[src/rtl/rate_div_pipeline.sv]
// rate_div_pipeline
// Multi-rate capture/decode pipeline on a single clock. A free-running
// capture register samples every cycle; a programmable divider produces a
// clock enable that advances the synch -> decode -> output stages. The
// output stage presents results on a valid/ready handshake and flags
// dropped results with a sticky overflow bit.
module rate_div_pipeline #(
    parameter int WIDTH  = 4,
    parameter int DIV_W  = 4,
    parameter bit INVERT = 1'b1
) (
    input  logic             fast_clk,
    input  logic             rst,
    input  logic [WIDTH-1:0] data,
    input  logic [DIV_W-1:0] div_ratio,
    input  logic [1:0]       mode,
    input  logic             out_ready,
    input  logic             overflow_clr,
    output logic [WIDTH-1:0] out_data,
    output logic             out_valid,
    output logic             overflow
);

    localparam logic [1:0] MODE_PASS = 2'd0;
    localparam logic [1:0] MODE_GRAY = 2'd1;
    localparam logic [1:0] MODE_REV  = 2'd2;

    // Decode function applied between the synch and decode stages.
    function automatic logic [WIDTH-1:0] decode_f(input logic [WIDTH-1:0] x,
                                                  input logic [1:0]       m);
        logic [WIDTH-1:0] r;
        r = '0;
        case (m)
            MODE_PASS: r = x;
            MODE_GRAY: r = x ^ (x >> 1);
            MODE_REV: begin
                for (int i = 0; i < WIDTH; i++) begin
                    r[i] = x[WIDTH-1-i];
                end
            end
            default: begin
                // popcount never exceeds WIDTH, which fits in WIDTH bits for WIDTH >= 2
                for (int i = 0; i < WIDTH; i++) begin
                    r = r + WIDTH'(x[i]);
                end
            end
        endcase
        return r;
    endfunction

    // ------------------------------------------------------------------
    // State
    // ------------------------------------------------------------------
    logic [WIDTH-1:0] shift_q,  shift_d;
    logic             v_shift_q, v_shift_d;
    logic [WIDTH-1:0] synch_q,  synch_d;
    logic             v_s_q,    v_s_d;
    logic [WIDTH-1:0] decode_q, decode_d;
    logic             v_d_q,    v_d_d;
    logic [WIDTH-1:0] out_data_q, out_data_d;
    logic             out_valid_q, out_valid_d;
    logic             ovf_q,    ovf_d;
    logic [DIV_W-1:0] div_cnt_q, div_cnt_d;

    logic             en;
    logic             transfer;
    logic             load_ok;
    logic             drop;
    logic [WIDTH-1:0] out_value;

    // Divider enable compares against the live ratio so a lowered ratio
    // takes effect on the very next edge instead of finishing the old count.
    assign en = (div_cnt_q >= div_ratio);

    // Divider counter: restart on enable, otherwise count up.
    always_comb begin
        div_cnt_d = div_cnt_q + DIV_W'(1);
        if (en) begin
            div_cnt_d = '0;
        end
    end

    // Capture stage runs every cycle; its valid bit becomes 1 on the first edge.
    always_comb begin
        shift_d   = data;
        v_shift_d = 1'b1;
    end

    // Enable-gated synch and decode stages; mode is sampled at the decode edge.
    always_comb begin
        synch_d  = synch_q;
        v_s_d    = v_s_q;
        decode_d = decode_q;
        v_d_d    = v_d_q;
        if (en) begin
            synch_d  = shift_q;
            v_s_d    = v_shift_q;
            decode_d = decode_f(synch_q, mode);
            v_d_d    = v_s_q;
        end
    end

    assign out_value = INVERT ? ~decode_q : decode_q;
    assign transfer  = out_valid_q & out_ready;
    assign load_ok   = ~out_valid_q | transfer;
    assign drop      = en & v_d_q & ~load_ok;

    // Output handshake: load when the slot is free or being drained this edge,
    // otherwise drop the result and hold out_data; overflow set beats clear.
    always_comb begin
        out_data_d  = out_data_q;
        out_valid_d = out_valid_q;
        ovf_d       = ovf_q;
        if (transfer) begin
            out_valid_d = 1'b0;
        end
        if (en && v_d_q && load_ok) begin
            out_data_d  = out_value;
            out_valid_d = 1'b1;
        end
        if (drop) begin
            ovf_d = 1'b1;
        end else if (overflow_clr) begin
            ovf_d = 1'b0;
        end
    end

    // All state registers share one async reset so a reset mid-stream
    // discards every in-flight sample at once.
    always_ff @(posedge fast_clk or posedge rst) begin
        if (rst) begin
            shift_q     <= '0;
            v_shift_q   <= 1'b0;
            synch_q     <= '0;
            v_s_q       <= 1'b0;
            decode_q    <= '0;
            v_d_q       <= 1'b0;
            out_data_q  <= '0;
            out_valid_q <= 1'b0;
            ovf_q       <= 1'b0;
            div_cnt_q   <= '0;
        end else begin
            shift_q     <= shift_d;
            v_shift_q   <= v_shift_d;
            synch_q     <= synch_d;
            v_s_q       <= v_s_d;
            decode_q    <= decode_d;
            v_d_q       <= v_d_d;
            out_data_q  <= out_data_d;
            out_valid_q <= out_valid_d;
            ovf_q       <= ovf_d;
            div_cnt_q   <= div_cnt_d;
        end
    end

    assign out_data  = out_data_q;
    assign out_valid = out_valid_q;
    assign overflow  = ovf_q;

endmodule

[config.mk]
export PLATFORM = sky130hd
export DESIGN_NAME = rate_div_pipeline
export DESIGN_NICKNAME = d
export VERILOG_FILES = /design/src/rtl/rate_div_pipeline.sv
export SDC_FILE = /design/constraint.sdc
export NUM_CORES = 1
export LEC_CHECK = 0
export ABC_CLOCK_PERIOD_IN_PS = 3200
export CAP_MARGIN = 20
export CORE_MARGIN = 5
export CORE_UTILIZATION = 55
export DETAILED_ROUTE_END_ITERATION = 8
export PLACE_DENSITY_LB_ADDON = 0.05
export SYNTH_ARGS = -nofsm -noshare
export SYNTH_HDL_FRONTEND = slang
export SYNTH_SLANG_ARGS = --single-unit
[constraint.sdc]
create_clock -name fast_clk -period 3.2 [get_ports fast_clk]
set_clock_uncertainty 0.05 [all_clocks]
set_input_delay 0.64 -clock fast_clk [delete_from_list [all_inputs] [get_ports fast_clk]]
set_output_delay 0.64 -clock fast_clk [all_outputs]
set_load 0.1 [all_outputs]
Word level (Yosys, flattened, before mapping)

Index checks and enable logic that the tools add are counted.

Add/subtract/negate cells: 4
Order comparisons: 1
Equality and inequality tests: 2
Muxes and demuxes: 6
Bitwise operators: 8
Reduce and logical (&&, ||, !) cells: 5

Operators with widths:

| cell                                           | number |
|---|---|
| case mux 4 bit (3 select lines)                | 1 |
| adder 3 x 1 -> 4 bit                           | 1 |
| adder 4 x 1 -> 4 bit (second input constant)   | 1 |
| >= comparator 4 bit                            | 1 |
| 2-to-1 mux 1 bit                               | 4 |
| 2-to-1 mux 4 bit                               | 1 |
| NOT 4 bit                                      | 1 |
| nonzero test 2 bit                             | 2 |
| bitwise XOR 4 x 3 -> 4 bit                     | 1 |
| adder 2 x 1 -> 3 bit                           | 1 |
| bitwise AND 1 bit                              | 3 |
| adder 1 x 1 -> 2 bit                           | 1 |
| == test 2 x 1 -> 1 bit (second input constant) | 1 |
| == test 2 bit (second input constant)          | 1 |
| logical AND 1 bit                              | 2 |
| logical NOT 2 bit                              | 1 |
| NOT 1 bit                                      | 2 |
| bitwise OR 1 bit                               | 1 |

Register bits after elaboration: 25
Input port bits: 14
Output and inout port bits: 6
Logic and storage cells: 36

Logic depth before layout (Yosys ltp)

Gate-level depths: netlist of run 1.

Depth in word-level cells: 5
Gate-level depth with buffers: 9
Depth with buffers taken out: 9

Least setup slack after synthesis of run 1

No wires, ideal clock.

Path kind: reg2reg
From: register synch_q[0]
To: register decode_q[0]
Library setup time: 0.125 ns
Arrival time: 1.939 ns
Data required time: 3.025 ns
Slack: 1.086 ns
Stages on the path, launching flop included: 7
Path buffers: 0
Clock period less this slack: 2.114 ns
Cell sequence: dfrtp_1 -> inv_1 -> fa_1 -> inv_1 -> ha_1 -> mux4_2 -> mux2_4

Word-level cells in the longest chain between the ends: 4
Elaborated cells on any way between the ends: 5
Classes of those cells: 3 x add/sub; 1 x mux; 1 x bitwise

Ends and longest elaborated chain:

| element                           | RTL line | text |
|---|---|---|
| start, declared                   | 56       | `logic [WIDTH-1:0] synch_q, synch_d;` |
| start signal, assigned            | 145      | `synch_q <= synch_d;` |
| adder 1 x 1 -> 2 bit              | 44       | `r = r + WIDTH'(x[i]);` |
| adder 2 x 1 -> 3 bit              | 44       |  |
| adder 3 x 1 -> 4 bit              | 44       |  |
| case mux 4 bit (3 select lines) * | 33       | `case (m)` |
| end signal, assigned              | 147      | `decode_q <= decode_d;` |
| end, declared                     | 58       | `logic [WIDTH-1:0] decode_q, decode_d;` |

Mark *: on every way between the ends. The rest lies on a longest branch, timed or not.
A chain may end at the register's enable or synchronous reset.

Worst setup path after layout of run 1

Ends and elaborated chain as after synthesis.

==> results of run 1 <==
==> Yosys cell counts <==
cell type   n
o21ai_2     1
mux4_2      1
mux2_4      1
mux2_2      1
a211o_2     1
nand3_1     1
o22ai_1     1
fa_1        1
nand2_1     8
buf_2       1
nand3b_1    1
o21ai_0     4
nor2_1      6
ha_1        8
mux2i_1     4
conb_1      1
a21oi_1     2
mux2_1      3
a31oi_1     1
dfrtp_1    25
nor3b_2     1
buf_4       1
o211ai_1    4
nand3_2     1
inv_1      16
xor2_1      1
xnor2_1     2
nand2b_1    2
buf_6       1
==> cells by family after synthesis <==
kind of cell             count (synthesis)  share of synthesized area
AND/OR/NAND/NOR                         20                     0.0853
adder cells (fa/ha/maj)                  9                      0.102
flip-flops                              25                      0.533
other                                    1                    0.00320
AO/OA/AOI/OAI                           14                     0.0778
XOR/XNOR                                 3                     0.0224
multiplexers                            10                      0.104
buffers and inverters                   19                     0.0714
==> final cells by class <==
type,count,area (um^2)
sequential,25,626
fill,165,608
multi-input combinational,57,464
timing repair buffer,20,183
inverter,16,60.1
tap,27,33.8
clock buffer,3,22.5
clock inverter,1,5.00
==> metal layers <==
layer | track usage | routed length (um) | vias up
li1 | - | - | 375
met1 | 0.153 | 765 | 363
met2 | 0.207 | 831 | 18
met3 | 0.0441 | 122 | 5
met4 | 0.0610 | 32 | 0
met5 | 0 | 0 | -
==> worst max-delay path, stage by stage (launching register included) <==
cell and delay (ps):
dfrtp_1 410, inv_1 90, fa_1 540, inv_1 50, ha_1 270, mux4_2 470, mux2_4 260
==> stage by stage <==
step | hold slack (ps) | power, mW
after floorplan | 373 | 1.10
after CTS | 418 | 1.42
after global placement | 387 | 1.24
after global routing | 436 | 1.51
after detailed placement | 391 | 1.28
final | 417 | 1.39
==> registers in the layout, summed over array words and instances (netlist names) <==
signal	flops
decode_q	4
div_cnt_q	4
out_data	4
shift_q	4
synch_q	4
out_valid	1
overflow	1
v_d_q	1
v_s_q	1
v_shift_q	1
==> power breakdown <==
part	internal (mW)	switching, mW
logic	0.266	0.471
registers	0.438	0.0862
clock network	0.0468	0.0875
==> worst paths after layout <==
path | from | endpoint | slack (ps) | cells past startpoint
min in group asynchronous | rst | out_data[0]$_DFFE_PP0P_ | 750 | 2
max in group asynchronous | rst | div_cnt_q[1]$_DFF_PP0_ | 1820 | 2
min reg2reg | shift_q[1]$_DFF_PP0_ | synch_q[1]$_DFFE_PP0N_ | 420 | 2
max | synch_q[0]$_DFFE_PP0N_ | decode_q[0]$_DFFE_PP0N_ | 960 | 6
max reg2reg | synch_q[0]$_DFFE_PP0N_ | decode_q[0]$_DFFE_PP0N_ | 960 | 6
min | shift_q[1]$_DFF_PP0_ | synch_q[1]$_DFFE_PP0N_ | 420 | 2
==> summary.md, run 1 <==
| Metric | Value |
|---|---|
| Hold Path Class | register to register |
| Commonest non-fill, non-tap cell in the layout | dfrtp_1 |
| Tot GR Track Use | 0.129 |
| Inst Count DP | 145 |
| Vias per cell | 5.11 |
| Post-Syn Instances | 101 |
| Tmin final | 2240 ps |
| DR WL/cell | 11.8 um |
| Startpoint types | register |
| H-tree depth | 1 |
| Net Count, Synth | 124 |
| Synth top area cells | dfrtp_1 53%, ha_1 8.5%, inv_1 5.1% |
| Slew Viols, Final | 0 |
| Cts repair resizes | 0 |
| 1st-iter DRT viols | 4 |
| Area of the core | 0.00200 mm^2 |
| Crit end category | register |
| Vias in the first global route | 750 |
| Clock sinks | 25 |
| Post-CTS Hold Buffers | 0 |
| N_diodes | 0 |
| DR vias | 761 |
| CTS tree | done |
| LEAKAGE | 0.688 nW |
| Grt total ovfl | 0 |
| CTS Buffer Depth | 2 |
| Area growth syn-to-layout | 18.8% |
| Design Area, Final | 0.00139 mm^2 |
| Relative slew slack | 0.417 |
| First-pass GRT wire length | 3.18 mm |
| Avg Cell Area, Syn | 11.6 um^2 |
| Largest net degree at the start of global routing | 26 |
| Die X | 56.2 um |
| Synth unique cells | 29 |
| Top cell type's share of synthesized area | 0.533 |
| Antenna-violating nets left | 0 |
| Final GP Congestion | 0.752 |
| Worst vdd ir | 0.000514 V |
| Fraction of the yosys area taken by sequential cells | 0.533 |
| DP Wirelength | 1.39 mm |
| Status | finished clean |
| Crit path DAT | 2410 ps |
| Critical Path RT | 3360 ps |
| Final Setup Violations | 0 |
| Hold Fails Final Rpt | 0 |
| Fin cells | 149 |
| Initial antenna violation count | 0 |
| Worst-Margin Slew | 874 ps |
| Initial Utilization | 0.586 |
| CTS root buffer | clkbuf_4 |
| Dpl cell area | 0.00137 mm^2 |
| Nets | 146 |
| Remaining DRCs | 0 |
| Worst-skew pair later-pin latency | 310 ps |
| Place WS | 606 ps |
| Setup TNS | 0 ps |
| DR pass1 iterations | 3 |
| Pwr dens | 1000 mW/mm^2 |
| Max-Cap Viols | 0 |
| Worst setup path category | register to register |
| Vert. Die Dim | 56.2 um |
| Input/output buffers | 19 |
| Drt total wl | 1.75 mm |
| RSZ-0062 raised after global routing | false |
| Io pins | 20 |
| Maximum clock frequency | 446 MHz |
| Post-synthesis register bit count | 25 |
| Post-CTS setup buffers | 0 |
| Most frequent cells in the layout | 25 x dfrtp_1, 16 x inv_1, 13 x clkdlybuf4s50_1 |
| Cts bufs inserted | 3 |
| Mapped Area | 0.00117 mm^2 |
| Setup WS post-layout | 956 ps |
| Worst-path clk slew | 120 ps |
| Final core occ | 0.696 |
| Layout cells sized above 1 | 0.148 |
| Rows | 16 |
| Final worst path period share | 0.701 |
| Die area | 0.00316 mm^2 |
| Crit-path max FO | 4 |
| Synth area leader | dfrtp_1 |
| Synth warn | 0 |
(Power assumes the default switching activity.)
==> run 2, diff against run 1 <==
Settings changed: ABC_CLOCK_PERIOD_IN_PS 3200 to 1870, CORE_UTILIZATION 55 to 46.
Clock period 3.2 ns to 1.87 ns, I/O delays scaled along.
==> run 2 against run 1 <==
- highest routed layer unchanged
- critical path depth unchanged
- via count grew 12%
- global-route usage increased by 1.8 points
- non-clock buffer count up 26
- the run now ends with negative setup slack left
- largest power group unchanged
==> summary.md, run 2 (synthesized netlist as in run 1, its figures left out) <==
| Metric | Value |
|---|---|
| Startpoint types | register |
| Max-Cap Viols | 0 (unchanged) |
| Tmin final | 2090 ps (-154 ps) |
| Post-CTS Hold Buffers | 0 (unchanged) |
| CTS root buffer | clkbuf_4 |
| Hold slack | 367 ps (-49.9 ps) |
| Final GP Congestion | 0.801 (+6.6%) |
| Antenna-violating nets left | 0 (unchanged) |
| Fin cells | 178 (+19%) |
| Final worst path period share | 1.12 (+0.416) |
| Crit path DAT | 2250 ps (-160 ps) |
| Crit-path cells | inv_2 > fa_1 > inv_2 > ha_4 > mux4_2 > mux2_4 |
| Final Setup Violations | 3 (+3) |
| Status | finished with violations |
| CTS Buffer Depth | 2 (unchanged) |
| Setup TNS | -486 ps (-486 ps) |
| DR pass1 iterations | 2 (-1) |
| Drt total wl | 2.27 mm (+30%) |
| Failing checks | negative setup slack |
| Input/output buffers | 19 (unchanged) |
| Layout cells sized above 1 | 0.365 (+0.217) |
| Inst Count DP | 159 (+9.7%) |
| Clock sinks | 25 (unchanged) |
| N_diodes | 0 (unchanged) |
| Vert. Die Dim | 60.5 um (+7.7%) |
| Max incr delay on CP | 540 ps (about the same) |
| 1st-iter DRT viols | 21 (+17) |
| Die area | 0.00366 mm^2 (+16%) |
| LEAKAGE | 0.853 nW (+24%) |
| Worst vdd ir | 0.00137 V (+170%) |
| Setup WS post-layout | -220 ps (-1180 ps) |
| Worst Path Buf+Inv | 2 (unchanged) |
| Filler Cells Inserted | 169 (+2.4%) |
| Maximum clock frequency | 479 MHz (+7.4%) |
| Vias in the first global route | 903 (+20%) |
| Worst-skew pair later-pin latency | 300 ps (about the same) |
| Delay-heaviest family, CP | adder cells |
| CTS tree | done |
| DR vias | 856 (+12%) |
| Hold Fails Final Rpt | 0 (unchanged) |
| Hold Path Class | input pin to asynchronous set/reset pin |
| Worst reg2reg path depth | 6 (unchanged) |
| Critical Path RT | 2030 ps (-1330 ps) |
| Crit-path max FO | 2 (-2) |
| Vias per cell | 4.81 (-5.8%) |
| RSZ-0062 raised after global routing | true |
| Initial Utilization | 0.478 (-0.108) |
| Crit end category | register |
| DR WL/cell | 12.8 um (+8.6%) |
| Largest net degree at the start of global routing | 26 (unchanged) |
| First-pass GRT wire length | 3.92 mm (+23%) |
| DP Wirelength | 1.46 mm (+5.1%) |
| Grt total ovfl | 0 (unchanged) |
| Worst setup path category | register to register |
| Initial antenna violation count | 0 (unchanged) |
| Rows | 18 (+2) |
| Most frequent cells in the layout | 25 x dfrtp_1, 16 x buf_4, 13 x clkdlybuf4s50_1 |
| Area growth syn-to-layout | 51.1% |
| Pwr dens | 1810 mW/mm^2 (+81%) |
| Tot GR Track Use | 0.146 (+0.0176) |
| Commonest non-fill, non-tap cell in the layout | dfrtp_1 |
| Crit-path slowest cell | fa_1 |
| Slew Viols, Final | 0 (unchanged) |
| Remaining DRCs | 0 (unchanged) |
| Die X | 60.5 um (+7.7%) |
| Cts bufs inserted | 3 (unchanged) |
| Area of the core | 0.00245 mm^2 (+23%) |
| Worst-path clk slew | 120 ps (about the same) |
| Most used cell, CP | inv_2 |
| Nets | 172 (+18%) |
| Io pins | 20 (unchanged) |
| H-tree depth | 1 (unchanged) |
| WP depth | 6 (unchanged) |
run 2: final timing paths:
check | start | endpoint | slack [ps]
worst max register to register | synch_q[3]$_DFFE_PP0N_ | decode_q[0]$_DFFE_PP0N_ | -220
worst min-delay path | rst | decode_q[0]$_DFFE_PP0N_ | 370
worst min register to register | shift_q[1]$_DFF_PP0_ | synch_q[1]$_DFFE_PP0N_ | 410
max in group asynchronous | rst | div_cnt_q[3]$_DFF_PP0_ | 1170
worst max-delay path | synch_q[3]$_DFFE_PP0N_ | decode_q[0]$_DFFE_PP0N_ | -220
min in group fast_clk | shift_q[1]$_DFF_PP0_ | synch_q[1]$_DFFE_PP0N_ | 410
run 2: worst register-to-register path: stages (launching register included):
cell and delay [ps]:
dfrtp_1 380, inv_2 60, fa_1 540, inv_2 50
ha_4 200, mux4_2 460, mux2_4 260
run 2: final cells by class:
class                   count  area (um^2)  area share
multi-input cells          57          526       0.296
flip-flops and latches     25          626       0.353
inverters                  16         60.1      0.0339
repair buffers             46          498       0.281
clock buffers               4         26.3      0.0148
well taps                  30         37.5      0.0212
run 2: power breakdown:
group | internal [mW] | switching (mW) | leakage [nW]
registers | 0.749 | 0.179 | 0.301
logic | 1.06 | 0.994 | 0.537
clock network | 0.0831 | 0.147 | 0.0150
total | 1.89 | 1.32 | 0.853
run 2: per-stage QoR:
stage          cell area [um^2]   util  setup slack (ps)  power (mW)
5_1_grt                    1770  0.722              -271        3.45
3_3_place_gp               1530  0.623              -257        2.42
3_5_place_dp               1530  0.623              -294        2.46
2_1_floorplan              1180      -              -213        1.90
6_report                   1770  0.722              -220        3.21
4_1_cts                    1700  0.692              -211        3.04
run 2: per-layer routing:
layer	track usage	share of wire	up-vias	routed length, um
met4	0.0960	0.031	0	70
met5	0	0	-	0
li1	-	-	423	-
met2	0.247	0.51	22	1170
met1	0.172	0.40	403	913
met3	0.0234	0.054	8	123
run 2: timing repair:
item	4_1_cts	5_1_grt
gates resized for setup	12	10
pin swaps	5	9
endpoints found under the setup margin	2	7
setup buffers	12	3
